**src/rtl/serial_frame_decoder.sv**
```systemverilog
// serial_frame_decoder
// Recovers data bits from a continuous stream of 3-slot frames
// (start '1', data 'd', stop '0'), acquires frame lock, assembles
// LSB-first words and presents them on a valid/ready output register.
// Optional feature macro: SERIAL_FRAME_DECODER_ERR_CNT_EN enables the
// saturating framing-error counter; otherwise err_count is tied to 0.
//
// state  | meaning
// S_HUNT | waiting for a start slot ('1')
// S_DATA | current slot is the data bit
// S_STOP | current slot must be '0'; '1' is a framing error

module serial_frame_decoder #(
   parameter int WORD_W      = 8,
   parameter int LOCK_FRAMES = 2
) (
   input  logic              CLK,
   input  logic              CLR_N,
   input  logic              din,
   output logic [WORD_W-1:0] data_out,
   output logic              out_valid,
   input  logic              out_ready,
   output logic              locked,
   output logic              frame_err,
   output logic              overflow,
   output logic [7:0]        err_count
);

   localparam int BW = (WORD_W > 1) ? $clog2(WORD_W) : 1;

   typedef enum logic [1:0] {S_HUNT, S_DATA, S_STOP} state_t;

   state_t            state_q, state_d;
   logic              d_bit_q, d_bit_d;
   logic [2:0]        good_cnt_q, good_cnt_d;
   logic              locked_q, locked_d;
   logic [BW-1:0]     bit_cnt_q, bit_cnt_d;
   logic [WORD_W-1:0] shreg_q, shreg_d;
   logic [WORD_W-1:0] data_out_q, data_out_d;
   logic              out_valid_q, out_valid_d;
   logic              frame_err_q, frame_err_d;
   logic              overflow_q, overflow_d;
   logic              word_done;
   logic [WORD_W-1:0] new_word;

   // Next-state: frame FSM, lock acquisition, word assembly, output handshake
   always_comb begin
      state_d     = state_q;
      d_bit_d     = d_bit_q;
      good_cnt_d  = good_cnt_q;
      locked_d    = locked_q;
      bit_cnt_d   = bit_cnt_q;
      shreg_d     = shreg_q;
      data_out_d  = data_out_q;
      out_valid_d = out_valid_q;
      frame_err_d = 1'b0;
      overflow_d  = overflow_q;
      word_done   = 1'b0;
      new_word    = shreg_q | (WORD_W'(d_bit_q) << bit_cnt_q);

      case (state_q)
         S_HUNT: begin
            if (din) state_d = S_DATA;
         end
         S_DATA: begin
            d_bit_d = din;
            state_d = S_STOP;
         end
         S_STOP: begin
            state_d = S_HUNT;
            if (din) begin
               frame_err_d = 1'b1;
               locked_d    = 1'b0;
               good_cnt_d  = '0;
               bit_cnt_d   = '0;
               shreg_d     = '0;
            end else if (!locked_q) begin
               // lock-acquisition frames carry data that is discarded
               if (good_cnt_q + 3'd1 >= 3'(LOCK_FRAMES)) begin
                  good_cnt_d = 3'(LOCK_FRAMES);
                  locked_d   = 1'b1;
               end else begin
                  good_cnt_d = good_cnt_q + 3'd1;
               end
            end else if (bit_cnt_q == BW'(WORD_W - 1)) begin
               word_done = 1'b1;
               bit_cnt_d = '0;
               shreg_d   = '0;
            end else begin
               shreg_d   = new_word;
               bit_cnt_d = bit_cnt_q + 1'b1;
            end
         end
         default: state_d = S_HUNT;
      endcase

      // a pending word is consumed on the same edge a new one may load
      if (word_done) begin
         if (!out_valid_q || out_ready) begin
            data_out_d  = new_word;
            out_valid_d = 1'b1;
         end else begin
            overflow_d = 1'b1;
         end
      end else if (out_valid_q && out_ready) begin
         out_valid_d = 1'b0;
      end
   end

   // State and datapath registers with synchronous active-low clear
   always_ff @(posedge CLK) begin
      if (!CLR_N) begin
         state_q     <= S_HUNT;
         d_bit_q     <= 1'b0;
         good_cnt_q  <= '0;
         locked_q    <= 1'b0;
         bit_cnt_q   <= '0;
         shreg_q     <= '0;
         data_out_q  <= '0;
         out_valid_q <= 1'b0;
         frame_err_q <= 1'b0;
         overflow_q  <= 1'b0;
      end else begin
         state_q     <= state_d;
         d_bit_q     <= d_bit_d;
         good_cnt_q  <= good_cnt_d;
         locked_q    <= locked_d;
         bit_cnt_q   <= bit_cnt_d;
         shreg_q     <= shreg_d;
         data_out_q  <= data_out_d;
         out_valid_q <= out_valid_d;
         frame_err_q <= frame_err_d;
         overflow_q  <= overflow_d;
      end
   end

`ifdef SERIAL_FRAME_DECODER_ERR_CNT_EN
   logic [7:0] err_cnt_q, err_cnt_d;

   // Saturating count of framing errors, updated with the frame_err pulse
   always_comb begin
      err_cnt_d = err_cnt_q;
      if (frame_err_d && (err_cnt_q != 8'hFF)) err_cnt_d = err_cnt_q + 8'd1;
   end

   // Error counter register
   always_ff @(posedge CLK) begin
      if (!CLR_N) err_cnt_q <= '0;
      else        err_cnt_q <= err_cnt_d;
   end

   assign err_count = err_cnt_q;
`else
   assign err_count = '0;
`endif

   assign data_out  = data_out_q;
   assign out_valid = out_valid_q;
   assign locked    = locked_q;
   assign frame_err = frame_err_q;
   assign overflow  = overflow_q;

endmodule

```
**config.mk**
```make
export PLATFORM = sky130hd
export DESIGN_NAME = serial_frame_decoder
export DESIGN_NICKNAME = d
export VERILOG_FILES = /design/src/rtl/serial_frame_decoder.sv
export SDC_FILE = /design/constraint.sdc
export NUM_CORES = 1
export LEC_CHECK = 0
export ABC_CLOCK_PERIOD_IN_PS = 2100
export BUFFER_PORTS_ARGS = -buffer_cell sky130_fd_sc_hd__buf_4
export CORE_MARGIN = 3
export CORE_UTILIZATION = 50
export CTS_CLUSTER_DIAMETER = 30
export DETAILED_ROUTE_END_ITERATION = 10
export MAX_ROUTING_LAYER = met4
export PLACE_DENSITY = 0.72
export SYNTH_ARGS = -nofsm -noshare
export SYNTH_HDL_FRONTEND = slang
export SYNTH_SLANG_ARGS = --single-unit
export TNS_END_PERCENT = 5
```
**constraint.sdc**
```tcl
create_clock -name CLK -period 2.1 [get_ports CLK]
set_input_delay 0.315 -clock CLK [delete_from_list [all_inputs] [get_ports CLK]]
set_output_delay 0.315 -clock CLK [all_outputs]
set_load 0.005 [all_outputs]
```
== Yosys cells after proc, flatten, opt, wreduce, memory -nomap -nowiden ==
Cells that the tools add are included.

* $lt $le $gt $ge: 1
* Bitwise logic cells: 2
* Equality and inequality tests: 6
* Reductions and logical operators: 12
* Shifts and indexed selects: 1
* Add/subtract/negate cells: 2
* Mux-type cells: 22

{| class="wikitable"
|+ Operator list
! cell !! count
|-
| $mux 8 || 3
|-
| $mux 3 || 6
|-
| $reduce_and 2->1 || 6
|-
| $mux 1 || 11
|-
| $or 8x8->8 || 1
|-
| $shl 1x3->8 || 1
|-
| $add 3x1->3 const B || 2
|-
| $ne 2x2->1 const B || 2
|-
| $pmux 2 s2 || 1
|-
| $reduce_bool 2->1 || 2
|-
| $eq 3x3->1 const B || 1
|-
| $ge 3x2->1 const B || 1
|-
| $eq 2x1->1 const B || 1
|-
| $eq 2x2->1 const B || 1
|-
| $logic_not 2->1 || 1
|-
| $mux 2 || 1
|-
| $ne 2x1->1 const B || 1
|-
| $logic_and 1x1->1 || 1
|-
| $logic_not 1->1 || 1
|-
| $logic_or 1x1->1 || 1
|-
| $not 1->1 || 1
|}

* Flip-flop bits (word level): 29
* Word-level logic and storage cells: 56
* Output and inout port bits: 20

== Logic depth before layout (Yosys ltp) ==
* Word-level depth: 7
* Gate-level depth with buffers: 5
* Mapped depth without buffers: 5

== Least setup slack after synthesis ==
OpenSTA, ideal clock, no wires.

* Path kind: register -> register
* Start point: register bit_cnt_q[0]
* End point: register data_out_q[7] (netlist: data_out[7])
* Stages on the path, launching flop included: 6
* Path slack: 0.676 ns
* Clock period less this slack: 1.424 ns
* Buffers on the path: 1
* Data arrival time: 1.338 ns
* Library setup time: 0.086 ns
* Cell sequence: dfxtp_1 ha_1 ha_1 clkbuf_1 a31oi_1 a211oi_1

* Longest elaborated chain between the ends: 6
* Elaborated cells on any way between the ends: 8
* Those cells by class: eq/ne (1); shift (1); mux (4); bitwise (1); reduce/logical (1)

{| class="wikitable"
|+ RTL lines
! what !! line !! text
|-
| start: declaration || 37 || <nowiki>logic [BW-1:0] bit_cnt_q, bit_cnt_d;</nowiki>
|-
| start signal: assignment || 128 || <nowiki>bit_cnt_q <= bit_cnt_d;</nowiki>
|-
| $eq 3x3->1 || 85 || <nowiki>end else if (bit_cnt_q == BW'(WORD_W - 1)) begin</nowiki>
|-
| $mux 1 || 85 ||
|-
| $mux 1 || 77 || <nowiki>end else if (!locked_q) begin</nowiki>
|-
| $mux 1 || 71 || <nowiki>if (din) begin</nowiki>
|-
| $mux 1 || 61 || <nowiki>case (state_q)</nowiki>
|-
| $reduce_and 2->1 (no line) || -- ||
|-
| end signal: assignment || 130 || <nowiki>data_out_q <= data_out_d;</nowiki>
|-
| end: declaration || 39 || <nowiki>logic [WORD_W-1:0] data_out_q, data_out_d;</nowiki>
|}

Parallel ways exist; a longest one is shown, timed or not.
A chain may end at the register's enable or synchronous reset.

== Final worst setup path ==
* Start point: register bit_cnt_q[1]
* End point: register shreg_q[1]

* Longest elaborated chain between the ends: 5
* Elaborated cells on any way between the ends: 6
* Those cells by class: eq/ne (1); shift (1); mux (3); bitwise (1)

{| class="wikitable"
|+ RTL lines
! what !! line !! text
|-
| $shl 1x3->8 || 59 || <nowiki>new_word = shreg_q | (WORD_W'(d_bit_q) << bit_cnt_q);</nowiki>
|-
| $or 8x8->8 || 59 ||
|-
| $mux 8 * || 85 ||
|-
| $mux 8 * || 77 ||
|-
| $mux 8 * || 71 ||
|-
| end signal: assignment || 129 || <nowiki>shreg_q <= shreg_d;</nowiki>
|-
| end: declaration || 38 || <nowiki>logic [WORD_W-1:0] shreg_q, shreg_d;</nowiki>
|}

Every way passes the cells marked *; elsewhere a longest branch is shown, timed or not. The select of a mux whose other input is x is not followed.

==> impl_metrics.yaml <==
run_status:
  outcome: "completed"
clocking:
  clk_pin_slew_ns: 0.09
  cts_hold_buf: 0
  post_cts_resized: 0
  cts_sinks: 29
  h-tree-depth: 2
  cts_tree: "done"
  clk_root_buffer_cell: "clkbuf_4"
  cts_buffers: 5
  worstSkewPairLatency_ns: 0.32
  clock_path_buffers: 2
  cts_setup_buffers: 0
logic_synthesis:
  syn_inst: 154
  postSynthAreaPerCell_um2: 9.21
  synth_area_um2: 1420
  ys_async_sr_fraction: 0
  yosysSeqAreaShare: 0.409
  synthSimpleGateAreaFrac: 0.191
  synth_warnings: 0
  synth_top_cell_by_area: "dfxtp_1"
  synth_seq_cells: 29
  yosysTopAreaCellShare: 0.409
  synthFlopType: "dfxtp_1"
  synth_top_family_by_area: "compound AO/OA/AOI/OAI gates"
  synth.area.mux_share: 0.00705
  synth_edf_count: 0
  yosys.area_share.xor_xnor: 0.00617
  synth_cell_types: 39
  yosys-top-cells-area: "dfxtp_1 (41%), o21ai_0 (4.9%), buf_4 (4.8%)"
  synth_compound_area_frac: 0.241
  yosys.area_share.adder: 0.0353
power:
  p_leak_uw: 0.000575
  p_switching_uw: 214
  power_density_nw_per_um2: 619
  swShare: 0.228
  combPwrFrac: 0.043
  ir_drop_v: 0.000422
  finalPower_uw: 939
  seq_power_share: 0.595
  p_int_uw: 725
  clkPwrFrac: 0.362
layout:
  antenna_cells_inserted: 0
  layout_commonest_cell: "dfxtp_1"
  stdcell_area_um2: 1520
  finalNetCount: 173
  num-fill-cells: 250
  drive_above_1_share: 0.176
  area_delta_synth_final_pct: 6.88
  final_cell_mix: "dfxtp_1 (29), buf_4 (15), o21ai_0 (14), a21oi_1 (12), nor2_1 (11)"
route:
  wl_per_cell_um: 14.9
  vias_per_cell: 5.90
  drc: 0
  dr_total_vias: 1150
  wirelength_um: 2910
  antenna_left: 0
  drtPass1Iterations: 4
  drtIter0Drc: 35
floorplan:
  num_io_pins: 24
  initial_core_util: 0.548
  die_w_um: 59.3
  die_y_um: 59.3
  coreArea_um2: 2590
  die_area_um2: 3510
  rows: 18
grt:
  grtUsageTotal: 0.180
  grt_pass1_vias: 1050
  grt_max_degree: 26
  antenna_found_initial: 0
  grt-ovfl-total: 0
  grt_pass1_wl_um: 4600
timing:
  fin_ws_ns: 0.328
  fmax_mhz: 564
  maxSlewViolCount: 0
  min_period_ns: 1.77
  slew_headroom: 0.560
  tns_ns: 0
  skew_ns: 0.00910
  rsz0062_at_grt: "no"
  setup_violations: 0
  hold_viol_final: 0
  min_period_over_period: 0.844
  tightest_slew_ns: 0.658
  fin_hold_ws_ns: 0.237
placement:
  gp_congestion: 0.757
  place_ws_ns: 0.384
  dp.final_hpwl_um: 1970
  place_area_um2: 1460
  port_buffers: 15
worst_hold_path:
  min-delay-start: "din"
  hold_path_class: "in2reg"
worst_setup_path:
  path_buf_inv: 1
  slowest_stage: "dfxtp_1"
  critPathLaunch: "bit_cnt_q[1]$_SDFFE_PN0P_"
  cp_max_fo: 13
  critical_path_class: "reg2reg"
  slowest_delay_ns: 0.51
  cp.required_ns: 2.30
  start_kind: "flip-flop"
  cp.arrival_ns: 1.97
  reg2reg_from: "bit_cnt_q[1]$_SDFFE_PN0P_"
  endpoint_kind: "flip-flop"
  critical-path-top-delay-family: "adder cells"
  critical_path.cell_chain: "ha_1 > ha_1 > inv_1 > o211ai_1 > a21oi_1"
  cpMostUsedCell: "ha_1"
flow_run:
  maxCapViolations: 0
==> power groups by stage <==
stage	sequential, uW	clock, uW	combinational, uW
2_1_floorplan	570	0	38.8
3_3_place_gp	572	0	39.2
3_5_place_dp	572	0	40.2
4_1_cts	559	344	40.3
5_1_grt	560	370	45.0
6_report	559	340	40.4
==> registers in the layout, indices dropped and copies added, names as in the netlist <==
name,cells
data_out,8
shreg_q,8
bit_cnt_q,3
good_cnt_q,3
state_q,2
d_bit_q,1
frame_err,1
locked,1
out_valid,1
overflow,1
==> per-layer routing <==
metal,GRT usage,vias to the layer above,part of all wire
li1,-,571,-
met4,0.107,0,0.012
met2,0.264,27,0.47
met1,0.217,547,0.47
met3,0.0545,5,0.050
met5,-,-,0
==> logic make-up (layout without fill, tap and decap cells) <==
kind of cell / count (synthesis) / after routing
AOI/OAI and AO/OA: 55 / 55
buffers and inverters: 23 / 27
DFF: 29 / 29
muxes: 1 / 1
and+or+nand+nor: 40 / 40
adders and majority gates: 4 / 4
other: 1 / 8
xor gates and xnor gates: 1 / 1
==> cell type report <==
cell class / count / area [um2] / area share
clock buffers: 7 / 55.1 / 0.0363
inverters: 5 / 18.8 / 0.0124
multi-input cells: 109 / 712 / 0.469
flip-flops and latches: 29 / 581 / 0.383
well taps: 30 / 37.5 / 0.0248
repair buffers: 15 / 113 / 0.0743
==> stage by stage <==
stage,cells,util
6_report,195,0.586
5_1_grt,195,0.586
4_1_cts,195,0.586
3_5_place_dp,188,0.564
3_3_place_gp,188,0.564
2_1_floorplan,161,-
==> Yosys cell counts (all sizes together), types with 4 or more instances <==
master / n
dfxtp: 29
o21ai: 14
a21oi: 12
buf: 12
nor2: 11
a31oi: 9
o211ai: 9
a211oi: 8
clkbuf: 6
inv: 5
and4b: 4
ha: 4
nand2: 4
==> worst paths after layout <==
check | depth (start not counted) | slack, ns | end
worst max register to register | 5 | 0.33 | shreg_q[1]$_SDFFE_PN0P_
worst max-delay path | 5 | 0.33 | shreg_q[1]$_SDFFE_PN0P_
worst min register to register | 1 | 0.48 | good_cnt_q[2]$_SDFFE_PN0P_
worst min-delay path | 2 | 0.24 | locked$_SDFFE_PN0P_
Note: power is estimated with default switching activity, not from simulation.
